`src/rtl/voxel_column_renderer_pkg.sv`:
```
// Shared types and helpers for the voxel column renderer.
package voxel_column_renderer_pkg;

    localparam int unsigned POS_W_DEF    = 32;
    localparam int unsigned POS_FRAC_DEF = 16;

    // Render sequencer states.
    typedef enum logic [2:0] {
        StIdle,
        StClear,
        StRowInit,
        StFetch,
        StProject,
        StFill,
        StNextCol,
        StDone
    } render_state_e;

    // Signed fixed-point world position (POS_FRAC_DEF fractional bits).
    typedef logic signed [POS_W_DEF-1:0] pos_t;

    // Signed screen row, wide enough to hold unclamped projections.
    typedef logic signed [31:0] scr_coord_t;

    // Clamp a projected row into [0, hi].
    function automatic scr_coord_t clamp_row(input scr_coord_t y, input scr_coord_t hi);
        if (y < 0) begin
            return scr_coord_t'(0);
        end else if (y > hi) begin
            return hi;
        end
        return y;
    endfunction

endpackage

```
`src/rtl/voxel_ybuffer.sv`:
```
// Per-column y-buffer: lowest row already drawn in each screen column.
module voxel_ybuffer #(
    parameter int unsigned DEPTH = 320,
    parameter int unsigned WIDTH = 8
) (
    input  logic                     i_clk,
    input  logic                     i_we,
    input  logic [$clog2(DEPTH)-1:0] i_waddr,
    input  logic [WIDTH-1:0]         i_wdata,
    input  logic [$clog2(DEPTH)-1:0] i_raddr,
    output logic [WIDTH-1:0]         o_rdata
);

    logic [WIDTH-1:0] r_mem [DEPTH];

    // Single write port plus registered read port.
    always_ff @(posedge i_clk) begin
        if (i_we) begin
            r_mem[i_waddr] <= i_wdata;
        end
        o_rdata <= r_mem[i_raddr];
    end

endmodule

```
`src/rtl/voxel_column_renderer.sv`:
```
// Front-to-back voxel terrain renderer: one map sample per column per distance slice,
// visible spans filled into the framebuffer with per-column y-buffer occlusion.
module voxel_column_renderer
    import voxel_column_renderer_pkg::*;
#(
    parameter int unsigned SCREEN_W   = 320,
    parameter int unsigned SCREEN_H   = 240,
    parameter int unsigned DIST_STEPS = 512,
    parameter int          HORIZON_Y  = 120,
    parameter int unsigned POS_W      = POS_W_DEF,
    parameter int unsigned POS_FRAC   = POS_FRAC_DEF,
    parameter int unsigned MAP_AW     = 9,
    parameter int unsigned HEIGHT_W   = 8,
    parameter int unsigned COLOR_W    = 3,
    parameter int unsigned SCALE_W    = 18,
    parameter int unsigned SCALE_FRAC = 8,
    parameter int unsigned MAP_LAT    = 2
) (
    input  logic                              i_clk,
    input  logic                              i_reset,
    input  logic                              i_render_ack,
    output logic                              o_render_done,
    input  logic [POS_W-1:0]                  i_cam_x,
    input  logic [POS_W-1:0]                  i_cam_y,
    input  logic [HEIGHT_W-1:0]               i_cam_height,
    input  logic [POS_W-1:0]                  i_left_step_x,
    input  logic [POS_W-1:0]                  i_left_step_y,
    input  logic [POS_W-1:0]                  i_perp_step_x,
    input  logic [POS_W-1:0]                  i_perp_step_y,
    output logic [MAP_AW-1:0]                 o_map_x,
    output logic [MAP_AW-1:0]                 o_map_y,
    input  logic [HEIGHT_W-1:0]               i_map_height,
    input  logic [COLOR_W-1:0]                i_map_color,
    output logic [$clog2(DIST_STEPS+1)-1:0]   o_scale_addr,
    input  logic [SCALE_W-1:0]                i_scale_q,
    output logic                              o_fb_we,
    output logic [$clog2(SCREEN_W)-1:0]       o_fb_x,
    output logic [$clog2(SCREEN_H)-1:0]       o_fb_y,
    output logic [COLOR_W-1:0]                o_fb_color,
    input  logic                              i_fb_ready
);

    localparam int unsigned X_W  = $clog2(SCREEN_W);
    localparam int unsigned Y_W  = $clog2(SCREEN_H);
    localparam int unsigned YB_W = $clog2(SCREEN_H + 1);
    localparam int unsigned D_W  = $clog2(DIST_STEPS + 1);
    localparam int unsigned P_W  = HEIGHT_W + SCALE_W + 2;

    render_state_e r_state, w_state_next;

    logic [HEIGHT_W-1:0] r_cam_height;
    logic [POS_W-1:0]    r_cam_x, r_cam_y, r_left_x, r_left_y, r_perp_x, r_perp_y;
    logic [POS_W-1:0]    r_row_x, r_row_y, r_cstep_x, r_cstep_y, r_samp_x, r_samp_y;
    logic [X_W-1:0]      r_col;
    logic [D_W-1:0]      r_d;
    logic [7:0]          r_wait;
    logic [YB_W-1:0]     r_y, r_fy, r_ylim;
    logic [COLOR_W-1:0]  r_color;
    logic                r_done;

    logic signed [HEIGHT_W:0]  w_diff;
    logic signed [SCALE_W:0]   w_scale;
    logic signed [P_W-1:0]     w_prod, w_shift;
    scr_coord_t                w_yraw, w_yclamp;
    logic [YB_W-1:0]           w_ynew, w_ybuf_q, w_yb_wdata;
    logic                      w_visible, w_fill_last, w_last_col, w_yb_we;

    // Projection: signed height difference scaled by ~K/d around the horizon.
    assign w_diff      = $signed({1'b0, r_cam_height}) - $signed({1'b0, i_map_height});
    assign w_scale     = $signed({1'b0, i_scale_q});
    assign w_prod      = w_diff * w_scale;
    assign w_shift     = w_prod >>> SCALE_FRAC;
    assign w_yraw      = scr_coord_t'(HORIZON_Y) + scr_coord_t'(w_shift);
    assign w_yclamp    = clamp_row(w_yraw, scr_coord_t'(SCREEN_H));
    assign w_ynew      = YB_W'(w_yclamp);
    assign w_visible   = w_ynew < w_ybuf_q;
    assign w_fill_last = r_fy == (r_ylim - YB_W'(1));
    assign w_last_col  = r_col == X_W'(SCREEN_W - 1);

    assign o_map_x       = r_samp_x[POS_FRAC +: MAP_AW];
    assign o_map_y       = r_samp_y[POS_FRAC +: MAP_AW];
    assign o_scale_addr  = r_d;
    assign o_fb_x        = r_col;
    assign o_fb_y        = Y_W'(r_fy);
    assign o_fb_color    = r_color;
    assign o_render_done = r_done;

    voxel_ybuffer #(
        .DEPTH (SCREEN_W),
        .WIDTH (YB_W)
    ) u_ybuf (
        .i_clk   (i_clk),
        .i_we    (w_yb_we),
        .i_waddr (r_col),
        .i_wdata (w_yb_wdata),
        .i_raddr (r_col),
        .o_rdata (w_ybuf_q)
    );

    // State register.
    always_ff @(posedge i_clk) begin
        if (i_reset) begin
            r_state <= StIdle;
        end else begin
            r_state <= w_state_next;
        end
    end

    // Next-state logic.
    always_comb begin
        w_state_next = r_state;
        unique case (r_state)
            StIdle:    if (i_render_ack) w_state_next = StClear;
            StClear:   if (w_last_col) w_state_next = StRowInit;
            StRowInit: w_state_next = StFetch;
            StFetch:   if (r_wait == 8'(MAP_LAT - 1)) w_state_next = StProject;
            StProject: w_state_next = w_visible ? StFill : StNextCol;
            StFill:    if (i_fb_ready && w_fill_last) w_state_next = StNextCol;
            StNextCol: begin
                if (!w_last_col) begin
                    w_state_next = StFetch;
                end else if (r_d == D_W'(DIST_STEPS)) begin
                    w_state_next = StDone;
                end else begin
                    w_state_next = StRowInit;
                end
            end
            StDone:    w_state_next = StIdle;
            default:   w_state_next = StIdle;
        endcase
    end

    // Output decode: framebuffer strobe and y-buffer write port.
    always_comb begin
        o_fb_we    = 1'b0;
        w_yb_we    = 1'b0;
        w_yb_wdata = r_y;
        unique case (r_state)
            StClear: begin
                w_yb_we    = 1'b1;
                w_yb_wdata = YB_W'(SCREEN_H);
            end
            StFill: begin
                o_fb_we = 1'b1;
                w_yb_we = i_fb_ready && w_fill_last;
            end
            default: ;
        endcase
    end

    // Datapath: frame latches, position stepping, column/slice counters, fill row.
    always_ff @(posedge i_clk) begin
        if (i_reset) begin
            r_cam_height <= '0;
            r_cam_x      <= '0;
            r_cam_y      <= '0;
            r_left_x     <= '0;
            r_left_y     <= '0;
            r_perp_x     <= '0;
            r_perp_y     <= '0;
            r_row_x      <= '0;
            r_row_y      <= '0;
            r_cstep_x    <= '0;
            r_cstep_y    <= '0;
            r_samp_x     <= '0;
            r_samp_y     <= '0;
            r_col        <= '0;
            r_d          <= '0;
            r_wait       <= '0;
            r_y          <= '0;
            r_fy         <= '0;
            r_ylim       <= '0;
            r_color      <= '0;
            r_done       <= 1'b0;
        end else begin
            unique case (r_state)
                StIdle: begin
                    if (i_render_ack) begin
                        r_cam_height <= i_cam_height;
                        r_cam_x      <= i_cam_x;
                        r_cam_y      <= i_cam_y;
                        r_left_x     <= i_left_step_x;
                        r_left_y     <= i_left_step_y;
                        r_perp_x     <= i_perp_step_x;
                        r_perp_y     <= i_perp_step_y;
                        r_col        <= '0;
                        r_done       <= 1'b0;
                    end
                end
                StClear: begin
                    r_col     <= r_col + X_W'(1);
                    r_row_x   <= r_cam_x;
                    r_row_y   <= r_cam_y;
                    r_cstep_x <= '0;
                    r_cstep_y <= '0;
                    r_d       <= D_W'(1);
                end
                StRowInit: begin
                    r_row_x   <= r_row_x + r_left_x;
                    r_row_y   <= r_row_y + r_left_y;
                    r_cstep_x <= r_cstep_x + r_perp_x;
                    r_cstep_y <= r_cstep_y + r_perp_y;
                    r_samp_x  <= r_row_x + r_left_x;
                    r_samp_y  <= r_row_y + r_left_y;
                    r_col     <= '0;
                    r_wait    <= '0;
                end
                StFetch: r_wait <= r_wait + 8'd1;
                StProject: begin
                    r_y     <= w_ynew;
                    r_fy    <= w_ynew;
                    r_ylim  <= w_ybuf_q;
                    r_color <= i_map_color;
                end
                StFill: begin
                    // Stalled writes hold every fb_* output.
                    if (i_fb_ready && !w_fill_last) begin
                        r_fy <= r_fy + YB_W'(1);
                    end
                end
                StNextCol: begin
                    if (!w_last_col) begin
                        r_col    <= r_col + X_W'(1);
                        r_samp_x <= r_samp_x + r_cstep_x;
                        r_samp_y <= r_samp_y + r_cstep_y;
                        r_wait   <= '0;
                    end else if (r_d != D_W'(DIST_STEPS)) begin
                        r_d <= r_d + D_W'(1);
                    end
                end
                StDone: r_done <= 1'b1;
                default: ;
            endcase
        end
    end

endmodule

```
`config.mk`:
```
export PLATFORM = sky130hd
export DESIGN_NAME = voxel_column_renderer
export DESIGN_NICKNAME = d
export VERILOG_FILES = /design/src/rtl/voxel_column_renderer_pkg.sv /design/src/rtl/voxel_ybuffer.sv /design/src/rtl/voxel_column_renderer.sv
export SDC_FILE = /design/constraint.sdc
export NUM_CORES = 2
export LEC_CHECK = 0
export CORE_ASPECT_RATIO = 1.25
export CORE_UTILIZATION = 50
export DETAILED_ROUTE_END_ITERATION = 10
export PLACE_DENSITY = 0.76
export SLEW_MARGIN = 20
export SYNTH_ARGS = -nofsm -noshare
export SYNTH_HDL_FRONTEND = slang
export SYNTH_SLANG_ARGS = --single-unit
```
`constraint.sdc`:
```
create_clock -name i_clk -period 13.7 [get_ports i_clk]
set_input_delay 4.11 -clock i_clk [delete_from_list [all_inputs] [get_ports i_clk]]
set_output_delay 4.11 -clock i_clk [all_outputs]
set_load 0.03 [all_outputs]
```
==> results.sh <==
export IMPL_synth_seq_cells=2934
export IMPL_final_cell_area_um2=141000
export IMPL_synth_top_cell_by_area="edfxtp_1"
export IMPL_fin_nets=8327
export IMPL_hold_path_class="flip-flop to flip-flop"
export IMPL_mostFrequentLayoutCells="edfxtp_1, mux4_2, nor2_1"
export IMPL_internal_power_mw=17.2
export IMPL_htree_levels=5
export IMPL_ios=283
export IMPL_ys_types=95
export IMPL_hold_slack_ns=0.459
export IMPL_rrSetupSlack_ns=3.99
export IMPL_peakVddDrop_mv=0.527
export IMPL_synthCells=7467
export IMPL_grt_pass1_wl_um=480000
export IMPL_grt_overflow=0
export IMPL_worstPathRequired_ns=14.50
export IMPL_initial_core_util=0.503
export IMPL_drt_first_pass_iters=8
export IMPL_post_drt_wl_per_cell_um=28.8
export IMPL_dpl_instance_area_um2=132000
export IMPL_dieArea_um2=253000
export IMPL_largest_reg_flops=2560
export IMPL_syn_num_nets=8058
export IMPL_nFillCells=18095
export IMPL_postCtsSetupBuffers=0
export IMPL_final_common_cell="edfxtp_1"
export IMPL_cpMostUsedCell="fa_1"
export IMPL_clock_skew_ns=0.0917
export IMPL_status="complete, no violations"
export IMPL_grtUsageTotal=0.255
export IMPL_setup_viol=0
export IMPL_comb_power_share=0.268
export IMPL_routed_wl_um=324000
export IMPL_clk_path_buf_depth=4
export IMPL_cts_resized=0
export IMPL_drt_iter0_markers=8192
export IMPL_worstSetupPathType="input port to flip-flop"
export IMPL_fin_crit_ns=12.94
export IMPL_min_from="r_y[2]$_SDFFE_PP0P_"
export IMPL_synthToLayoutAreaGrowth_pct=12.5
export IMPL_slew_violations=0
export IMPL_rsz0062_at_grt="no"
export IMPL_reg2reg_to="r_state[1]$_SDFFE_PP0P_"
export IMPL_fmax_mhz=77.3
export IMPL_grt_pass1_vias=72578
export IMPL_synth_top_area_share=0.612
export IMPL_viasPerCell=6.30
export IMPL_min_path_cells=2
export IMPL_drc=0
export IMPL_yosysWarnings=0
export IMPL_p_seq_frac=0.404
export IMPL_layout_drive_gt1_share=0.191
export IMPL_synthArstFlopShare=0
export IMPL_max_stage_delay_ns=0.56
export IMPL_p_clk_frac=0.328
export IMPL_antenna_found_initial=9
export IMPL_clk_pin_slew_worst_paths_ns=0.06
export IMPL_hold_viol=0
export IMPL_port_buffers=240
export IMPL_hold_end="r_y[2]$_SDFFE_PP0P_"
export IMPL_finalSetupTns_ns=0
export IMPL_detailedPlacementHpwl_um=191000
export IMPL_utilization=0.566
export IMPL_maxCapViolations=0
export IMPL_synth_area_leaders="edfxtp_1, mux4_2, dfxtp_1"
export IMPL_yosysSeqAreaShare=0.672
export IMPL_multi_input_comb_area_um2=39000
export IMPL_post_route_period_util=0.945
export IMPL_syn_area_per_cell_um2=16.8
export IMPL_drtAntennaViolNets=0
export IMPL_worst_slew_pin_transition_ns=1.27
export IMPL_num_vias=70887
export IMPL_start_kind="input port"
export IMPL_maxSlewHeadroom=0.150
export IMPL_clock_latency_ns=0.99
export IMPL_cp_end_kind="flip-flop"
export IMPL_slowest_stage="or4_4"
export IMPL_cts_sinks=2934
export IMPL_numCtsBuffers=296
export IMPL_cts_hold_buf=0
export IMPL_root_buffer="clkbuf_16"
export IMPL_gp_congestion=0.885
export IMPL_p_leak_nw=47.1
export IMPL_synth_flop_cell="edfxtp_1"
export IMPL_power_density_nw_per_um2=171
export IMPL_r2r_start="r_cam_height[0]$_SDFFE_PP0P_"
export IMPL_p_sw_mw=6.94
export IMPL_synth_area_um2=126000
export IMPL_regArea_um2=84400
export IMPL_coreArea_um2=250000
export IMPL_p_total_mw=24.1
export IMPL_crit_fanout=11
export IMPL_largest_register="u_ybuf.r_mem"
export IMPL_dieHeight_um=562
export IMPL_grt_max_degree=244
export IMPL_cts_tree="built"
export IMPL_rows=205
export IMPL_synth_edf_count=2560
export IMPL_swShare=0.287
export IMPL_arrival_ns=13.74
export IMPL_rr_worst_depth=39
export IMPL_die_x_um=450
power by group through the flow:
stage               registers [mW]  clock network, mW  logic (mW)
floorplan                     9.92                  0        4.14
global placement              9.93                  0        6.24
detailed placement            9.93                  0        6.37
CTS                           9.74               7.98        6.44
global route                  9.74               8.30        7.12
finish                        9.74               7.92        6.47
layout make-up:
| class | count | area share |
|---|---|---|
| well taps | 3312 | 0.0293 |
| flip-flops and latches | 2934 | 0.597 |
| multi-input cells | 3926 | 0.276 |
| inverters | 171 | 0.00454 |
| clock buffers | 369 | 0.0566 |
| diodes | 2 | 0.0000354 |
| clock inverters | 135 | 0.00890 |
| repair buffers | 407 | 0.0272 |
logic make-up (layout without fill, tap and decap cells):
group                    count (synthesis)  in the layout  share of synthesized area
AO/OA/AOI/OAI                          846            846                     0.0436
XOR/XNOR                               177            177                     0.0123
adder cells (fa/ha/maj)                358            358                     0.0428
buffers and inverters                  607           1082                     0.0189
flip-flops                            2934           2934                      0.672
multiplexers                           851            851                      0.151
other                                    0              2                          0
AND/OR/NAND/NOR                       1694           1694                     0.0596
routing by layer:
metal | GRT usage | part of all wire | routed length (um) | vias up
met5 | 0 | 0.000040 | 13 | -
met4 | 0.131 | 0.057 | 18500 | 2
met3 | 0.0460 | 0.087 | 28300 | 763
met2 | 0.426 | 0.50 | 162000 | 4081
met1 | 0.318 | 0.35 | 115000 | 36367
li1 | - | - | - | 29674
cell usage after synthesis, types with 47 or more instances:
library cell and count:
edfxtp_1 2560, a21o_1 49, nand2b_1 55, and2_1 93
dfxtp_1 374, inv_1 171, a22oi_1 47, nand3_1 82
mux4_2 833, xnor2_1 108, nor2_1 625, xor2_1 69
o21ai_0 93, nand2_1 595, a21oi_1 343, ha_1 239
a211oi_1 48, nor3_1 74, buf_1 97, clkbuf_1 302
fa_1 119
per-stage QoR:
stage               worst slack, ns  std cells
floorplan                     0.610       7467
global route                  0.224      11255
CTS                           0.844      11251
global placement            -0.0820      10747
detailed placement          -0.0848      10747
finish                        0.758      11256
how the worst max path moves through the flow:
stage	start	endpoint	cells past startpoint
6_report	i_map_height[0]	r_state[1]$_SDFFE_PP0P_	39
5_1_grt	i_map_height[0]	r_state[1]$_SDFFE_PP0P_	39
4_1_cts	i_map_height[0]	r_state[1]$_SDFFE_PP0P_	39
3_5_place_dp	i_map_height[0]	r_state[1]$_SDFFE_PP0P_	39
3_3_place_gp	i_map_height[1]	r_state[1]$_SDFFE_PP0P_	40
2_1_floorplan	i_map_height[1]	r_state[1]$_SDFFE_PP0P_	40
worst max-delay path: cells and delay by family:
family,cells,cell delay (ns)
AO/OA/AOI/OAI,12,2.18
adder cells (fa/ha/maj),9,3.63
buffers and inverters,7,1.08
AND/OR/NAND/NOR,10,2.50
XOR/XNOR,1,0.22
Power figures use the tool's default switching activity.
